`src/rtl/icache_param.sv`:
```
// Direct-mapped instruction cache with configurable set count and block size.
// Misses are served by a sequential refill that reads one word per memory handshake.
module icache_param #(
    parameter int unsigned NSETS    = 16,
    parameter int unsigned BLKWORDS = 2,
    parameter int unsigned WORD_W   = 32
) (
    input  logic              CLK,
    input  logic              RST,
    input  logic              halt,
    input  logic              imemREN,
    input  logic [WORD_W-1:0] imemaddr,
    output logic              ihit,
    output logic [WORD_W-1:0] imemload,
    output logic              iREN,
    output logic [WORD_W-1:0] iaddr,
    input  logic [WORD_W-1:0] iload,
    input  logic              iwait
);

    localparam int unsigned WO_W   = $clog2(BLKWORDS);
    localparam int unsigned CNT_W  = (WO_W == 0) ? 1 : WO_W;
    localparam int unsigned IDX_W  = $clog2(NSETS);
    localparam int unsigned PTR_W  = IDX_W + WO_W;
    localparam int unsigned TAG_W  = WORD_W - 2 - PTR_W;
    localparam int unsigned NWORDS = NSETS * BLKWORDS;
    localparam logic [CNT_W-1:0] LAST = CNT_W'(BLKWORDS - 1);

    localparam logic [0:0] IDLE = 1'b0;
    localparam logic [0:0] FILL = 1'b1;

    logic [0:0]        state, state_next;
    logic [CNT_W-1:0]  count, count_next;
    logic [TAG_W-1:0]  fill_tag;
    logic [IDX_W-1:0]  fill_idx;
    logic [NSETS-1:0]  valid;
    logic [TAG_W-1:0]  tags [NSETS];
    logic [WORD_W-1:0] data [NWORDS];

    logic [IDX_W-1:0]  req_idx;
    logic [TAG_W-1:0]  req_tag;
    logic [PTR_W-1:0]  rd_ptr, wr_ptr;
    logic              lookup_hit, start_fill, data_we, fill_done;
    logic              unused_bits;

    // {index, word offset} is contiguous in the address, so it directly addresses the flat data array
    assign req_idx     = imemaddr[2+WO_W +: IDX_W];
    assign req_tag     = imemaddr[WORD_W-1 -: TAG_W];
    assign rd_ptr      = imemaddr[2 +: PTR_W];
    assign wr_ptr      = (PTR_W'(fill_idx) << WO_W) | PTR_W'(count);
    assign lookup_hit  = imemREN & ~halt & valid[req_idx] & (tags[req_idx] == req_tag);
    assign unused_bits = ^imemaddr[1:0];

    // State, fill bookkeeping and valid bits
    always_ff @(posedge CLK or posedge RST) begin
        if (RST) begin
            state    <= IDLE;
            count    <= '0;
            valid    <= '0;
            fill_tag <= '0;
            fill_idx <= '0;
        end else begin
            state <= state_next;
            count <= count_next;
            if (start_fill) begin
                fill_tag         <= req_tag;
                fill_idx         <= req_idx;
                valid[req_idx]   <= 1'b0;
            end
            if (fill_done) begin
                valid[fill_idx] <= 1'b1;
            end
        end
    end

    // Tag and data storage carry no reset; the valid bits guard them
    always_ff @(posedge CLK) begin
        if (data_we) begin
            data[wr_ptr] <= iload;
        end
        if (fill_done) begin
            tags[fill_idx] <= fill_tag;
        end
    end

    always_comb begin
        state_next = state;
        count_next = count;
        start_fill = 1'b0;
        data_we    = 1'b0;
        fill_done  = 1'b0;
        ihit       = 1'b0;
        imemload   = '0;
        iREN       = 1'b0;
        iaddr      = '0;
        case (state)
            IDLE: begin
                ihit = lookup_hit;
                if (lookup_hit) begin
                    imemload = data[rd_ptr];
                end
                if (imemREN && !halt && !lookup_hit) begin
                    state_next = FILL;
                    count_next = '0;
                    start_fill = 1'b1;
                end
            end
            FILL: begin
                iREN  = 1'b1;
                iaddr = (WORD_W'({fill_tag, fill_idx}) << (WO_W + 2)) | (WORD_W'(count) << 2);
                // halt abandons the block; its valid bit was already cleared on entry
                if (halt) begin
                    state_next = IDLE;
                    count_next = '0;
                end else if (!iwait) begin
                    data_we = 1'b1;
                    if (count == LAST) begin
                        fill_done  = 1'b1;
                        state_next = IDLE;
                        count_next = '0;
                    end else begin
                        count_next = count + 1'b1;
                    end
                end
            end
            default: state_next = IDLE;
        endcase
    end

endmodule

```
`config.mk`:
```
export PLATFORM = sky130hd
export DESIGN_NAME = icache_param
export DESIGN_NICKNAME = d
export VERILOG_FILES = /design/src/rtl/icache_param.sv
export SDC_FILE = /design/constraint.sdc
export NUM_CORES = 1
export LEC_CHECK = 0
export ABC_CLOCK_PERIOD_IN_PS = 10900
export BUFFER_PORTS_ARGS = -buffer_cell sky130_fd_sc_hd__buf_2
export CELL_PAD_IN_SITES_DETAIL_PLACEMENT = 0
export CELL_PAD_IN_SITES_GLOBAL_PLACEMENT = 1
export CORE_UTILIZATION = 30
export DETAILED_ROUTE_END_ITERATION = 10
export PLACE_DENSITY_LB_ADDON = 0.1
export SLEW_MARGIN = 15
export SYNTH_ARGS = -nofsm -noshare
export SYNTH_HDL_FRONTEND = slang
export SYNTH_SLANG_ARGS = --single-unit
```
`constraint.sdc`:
```
create_clock -name CLK -period 10.9 [get_ports CLK]
set_input_delay 1.635 -clock CLK [delete_from_list [all_inputs] [get_ports CLK]]
set_output_delay 1.635 -clock CLK [all_outputs]
set_load 0.01 [all_outputs]
```
==> summary.md <==
| Metric | Value |
|---|---|
| Outcome | finished, final reports clean |
| Final Worst Setup Slack | 2.94 ns |
| Worst skew pair latency | 0.81 ns |
| Type of the worst setup path | in2out |
| Final Instance Area | 66,700 sq um |
| CTS root buffer | clkbuf_16 |
| CP arrival | 6.33 ns |
| Clock tree buffer depth | 3 |
| CP Cell Sequence | buf_8, buf_4, mux4_2, mux2i_1, o21ai_0, o41a_1, nor2_1, o2111ai_1, or4_4, buf_4, a21oi_1, buf_2 |
| Die Ht | 439 microns |
| P&R area growth vs syn | 16.2% |
| Slew Viols, Final | 0 |
| RSZ-0062 raised after global routing | false |
| Fmax | 126 MHz |
| Die area | 193,000 sq um |
| Crit path time final | 7.96 ns |
| CTS Buf Count | 169 |
| Total power | 12.5 mW |
| Min Hold Slack | 0.509 ns |
| Yosys reg bits | 1,471 |
| Post-Route Skew | 0.0335 ns |
| Post-Syn Instances | 2,527 |
| Most used cell along the critical path | buf_4 |
| TritonCTS clock tree | built |
| Setup repair bufs after CTS | 0 |
| # rows | 160 |
| Routability cong. | 0.720 |
| Filler Cells Inserted | 17,500 |
| Worst hold path class | reg2reg |
| Worst Path Max Fanout | 71 |
| Period utilization | 0.730 |
| Power share of the combinational group | 0.052 |
| Layout cells sized above 1 | 0.334 |
| Switching Share | 0.221 |
| Placed insts | 5,104 |
| Synth Cell Area | 57,400 sq um |
| Layout Cells excl Fill | 5,409 |
| Fin Setup TNS | 0 ns |
| Hold Crit Start | valid[12]$_DFF_PP0_ |
| Hold path endpoint | valid[12]$_DFF_PP0_ |
| DP Area | 61,500 sq um |
| Dpl hpwl | 83.6 mm |
| Cts repair resizes | 0 |
| Vias per cell | 4.97 |
| Ports | 135 |
| Critical Path Max Stage Delay | 0.75 ns |
| TritonRoute pass-1 iters | 5 |
| First-pass GRT wire length | 230 mm |
| Hold_buf cts | 0 |
| R2R Path End | data[27][11]$_DFFE_PP_ |
| Place WS | 2.79 ns |
| Nets@finish | 2,833 |
| Hold path cells | 1 |
| Nature of the critical path startpoint | input pin |
| Initial antenna violation count | 17 |
| LEAKAGE | 20.9 nW |
| Final Util | 0.351 |
| Synth Flop Type | edfxtp_1 |
| Starting DRC count in detailed routing | 2,057 |
| Mapped Avg Cell Area | 22.7 sq um |
| Post-synthesis cell type count | 67 |
| CP required | 9.27 ns |
| Num Clock Sinks | 1,471 |
| All-Layer GR Usage | 0.172 |
| ANT nets after route | 0 |
| Number of synthesized flops with an enable pin | 1,424 |
| Slew margin rel. | 0.300 |
| Max cap viols | 0 |
| Core area | 190,000 sq um |
| R2R depth | 5 |
| Worst Tran Pin Value | 1.05 ns |
| Warnings, synthesis | 0 |
| Total wire length | 164 mm |
| Input/output buffers | 130 |
| Sw power | 2.77 mW |
| Slowest CP cell | buf_4 |
| Starting density of the core | 0.302 |
| Pwr per Cell Area | 188 nW/um^2 |
| DR WL/cell | 30.4 microns |
| Async SR Flop Fraction | 0.0320 |
| Final setup viols | 0 |
| Slack of the worst reg-to-reg path | 6.56 ns |
| Pint | 9.76 mW |
| Residual DRC count | 0 |
| Grt total ovfl | 0 |
| Flop pwr share | 0.518 |
| Total number of vias | 26,900 |
| Worst reg2reg startpoint | state$_DFF_PP0_ |
| Crit. End Element | output port |
| H-tree levels | 4 |
| Worst VDD drop | 0.000117 V |
| Sequential fraction of the synthesis area | 0.766 |
| Chip width | 439 microns |
| Clk pwr share | 0.430 |
| Vias in the first global route | 28,900 |
| Worst-path clk slew | 0.05 ns |
| Pin count of the biggest net entering global routing | 87 |
| Final Hold Vio Count | 0 |
==> worst max-delay path, delay by kind of cell <==
kind / cells / cell delay (ns)
muxes: 2 / 0.86
buffers and inverters: 4 / 1.93
and+or+nand+nor: 2 / 0.66
AOI/OAI and AO/OA: 4 / 1.11
==> area by class of cell <==
cell class	count	area [sq um]	area share
timing repair buffer	202	1240	0.0186
sequential	1471	43900	0.659
clock buffer	230	4590	0.0688
tap	2511	3140	0.0471
multi-input combinational	907	13100	0.197
clock inverter	74	614	0.00921
antenna	1	2.50	0.0000375
inverter	13	56.3	0.000844
==> power groups by stage <==
stage	sequential (mW)	clock [mW]	combinational, mW
2_1_floorplan	6.54	0	0.418
3_3_place_gp	6.59	0	0.664
3_5_place_dp	6.60	0	0.675
4_1_cts	6.49	5.54	0.676
5_1_grt	6.50	5.73	0.708
6_report	6.48	5.38	0.656
==> Yosys cell counts, drive strengths merged (2+ instances only) <==
master,number,area share
a221oi,2,0.00031
o22a,17,0.0026
a31oi,4,0.00044
a22oi,2,0.00026
and4b,2,0.00035
clkbuf,82,0.0054
nor3b,3,0.00039
xor2,16,0.0024
nor2b,5,0.00055
and2,32,0.0035
nor4b,2,0.00031
nor4,2,0.00059
a22o,2,0.00031
nand4,6,0.00065
nand2b,8,0.00087
o311ai,3,0.00046
o21ai,15,0.0013
and3,2,0.00022
nand3b,4,0.00052
mux2,42,0.0099
nor2,86,0.0061
a41oi,2,0.00031
a21oi,35,0.0043
mux4,415,0.16
mux2i,46,0.0080
or4,2,0.00033
nand3,9,0.00078
inv,13,0.00085
a2bb2oi,2,0.00031
xnor2,11,0.0017
nand2,82,0.0054
dfrtp,47,0.020
o2bb2ai,2,0.00031
nor3,11,0.0012
o21a,2,0.00026
edfxtp,1424,0.75
o22ai,9,0.00098
buf,55,0.0063
or3,8,0.00087
==> per-layer routing <==
layer	part of all wire	track usage	up-vias	routed length, microns
li1	-	-	11100	-
met5	0.00030	0	-	50
met4	0.020	0.0426	8	3210
met1	0.44	0.228	14900	71900
met3	0.036	0.0266	225	5870
met2	0.51	0.293	573	83500
==> how the worst max path moves through the flow <==
stage                 from           end  cells after the start
5_1_grt        imemaddr[4]  imemload[15]                     12
3_5_place_dp   imemaddr[4]   imemload[3]                     12
2_1_floorplan  imemaddr[3]  imemload[16]                     13
6_report       imemaddr[4]   imemload[3]                     12
4_1_cts        imemaddr[4]   imemload[3]                     12
3_3_place_gp   imemaddr[3]   imemload[3]                     12
==> cell families (layout without fill, tap and decap cells) <==
kind of cell           after synthesis  after routing  synth area share
AO/OA/AOI/OAI                      108            108            0.0138
XOR/XNOR                            27             27           0.00412
buffers and inverters              150            519            0.0125
flip-flops                        1471           1471             0.766
multiplexers                       503            503             0.181
other                                1              3         0.0000654
AND/OR/NAND/NOR                    267            267            0.0230
==> flip-flops by register name (all words and copies together), names as in the netlist <==
signal and cells:
count 1, fill_idx 4, tags 400, fill_tag 25, state 1, valid 16, data 1024
==> cell usage in the layout, fill, tap and decap left out, types with 14 or more instances in the layout <==
cell and count:
a21oi_1 16, a21oi_2 19, and2_1 32, buf_2 125, buf_4 73, clkbuf_1 55, clkbuf_16 175, clkinv_1 30
clkinv_2 20, dfrtp_1 46, edfxtp_1 1424, mux2_2 14, mux2_4 26, mux2i_1 46, mux4_2 415, nand2_1 82
nor2_1 28, nor2_4 48, o21ai_0 15, o22a_1 17, xor2_1 16
Note: power is estimated with default switching activity, not from simulation.
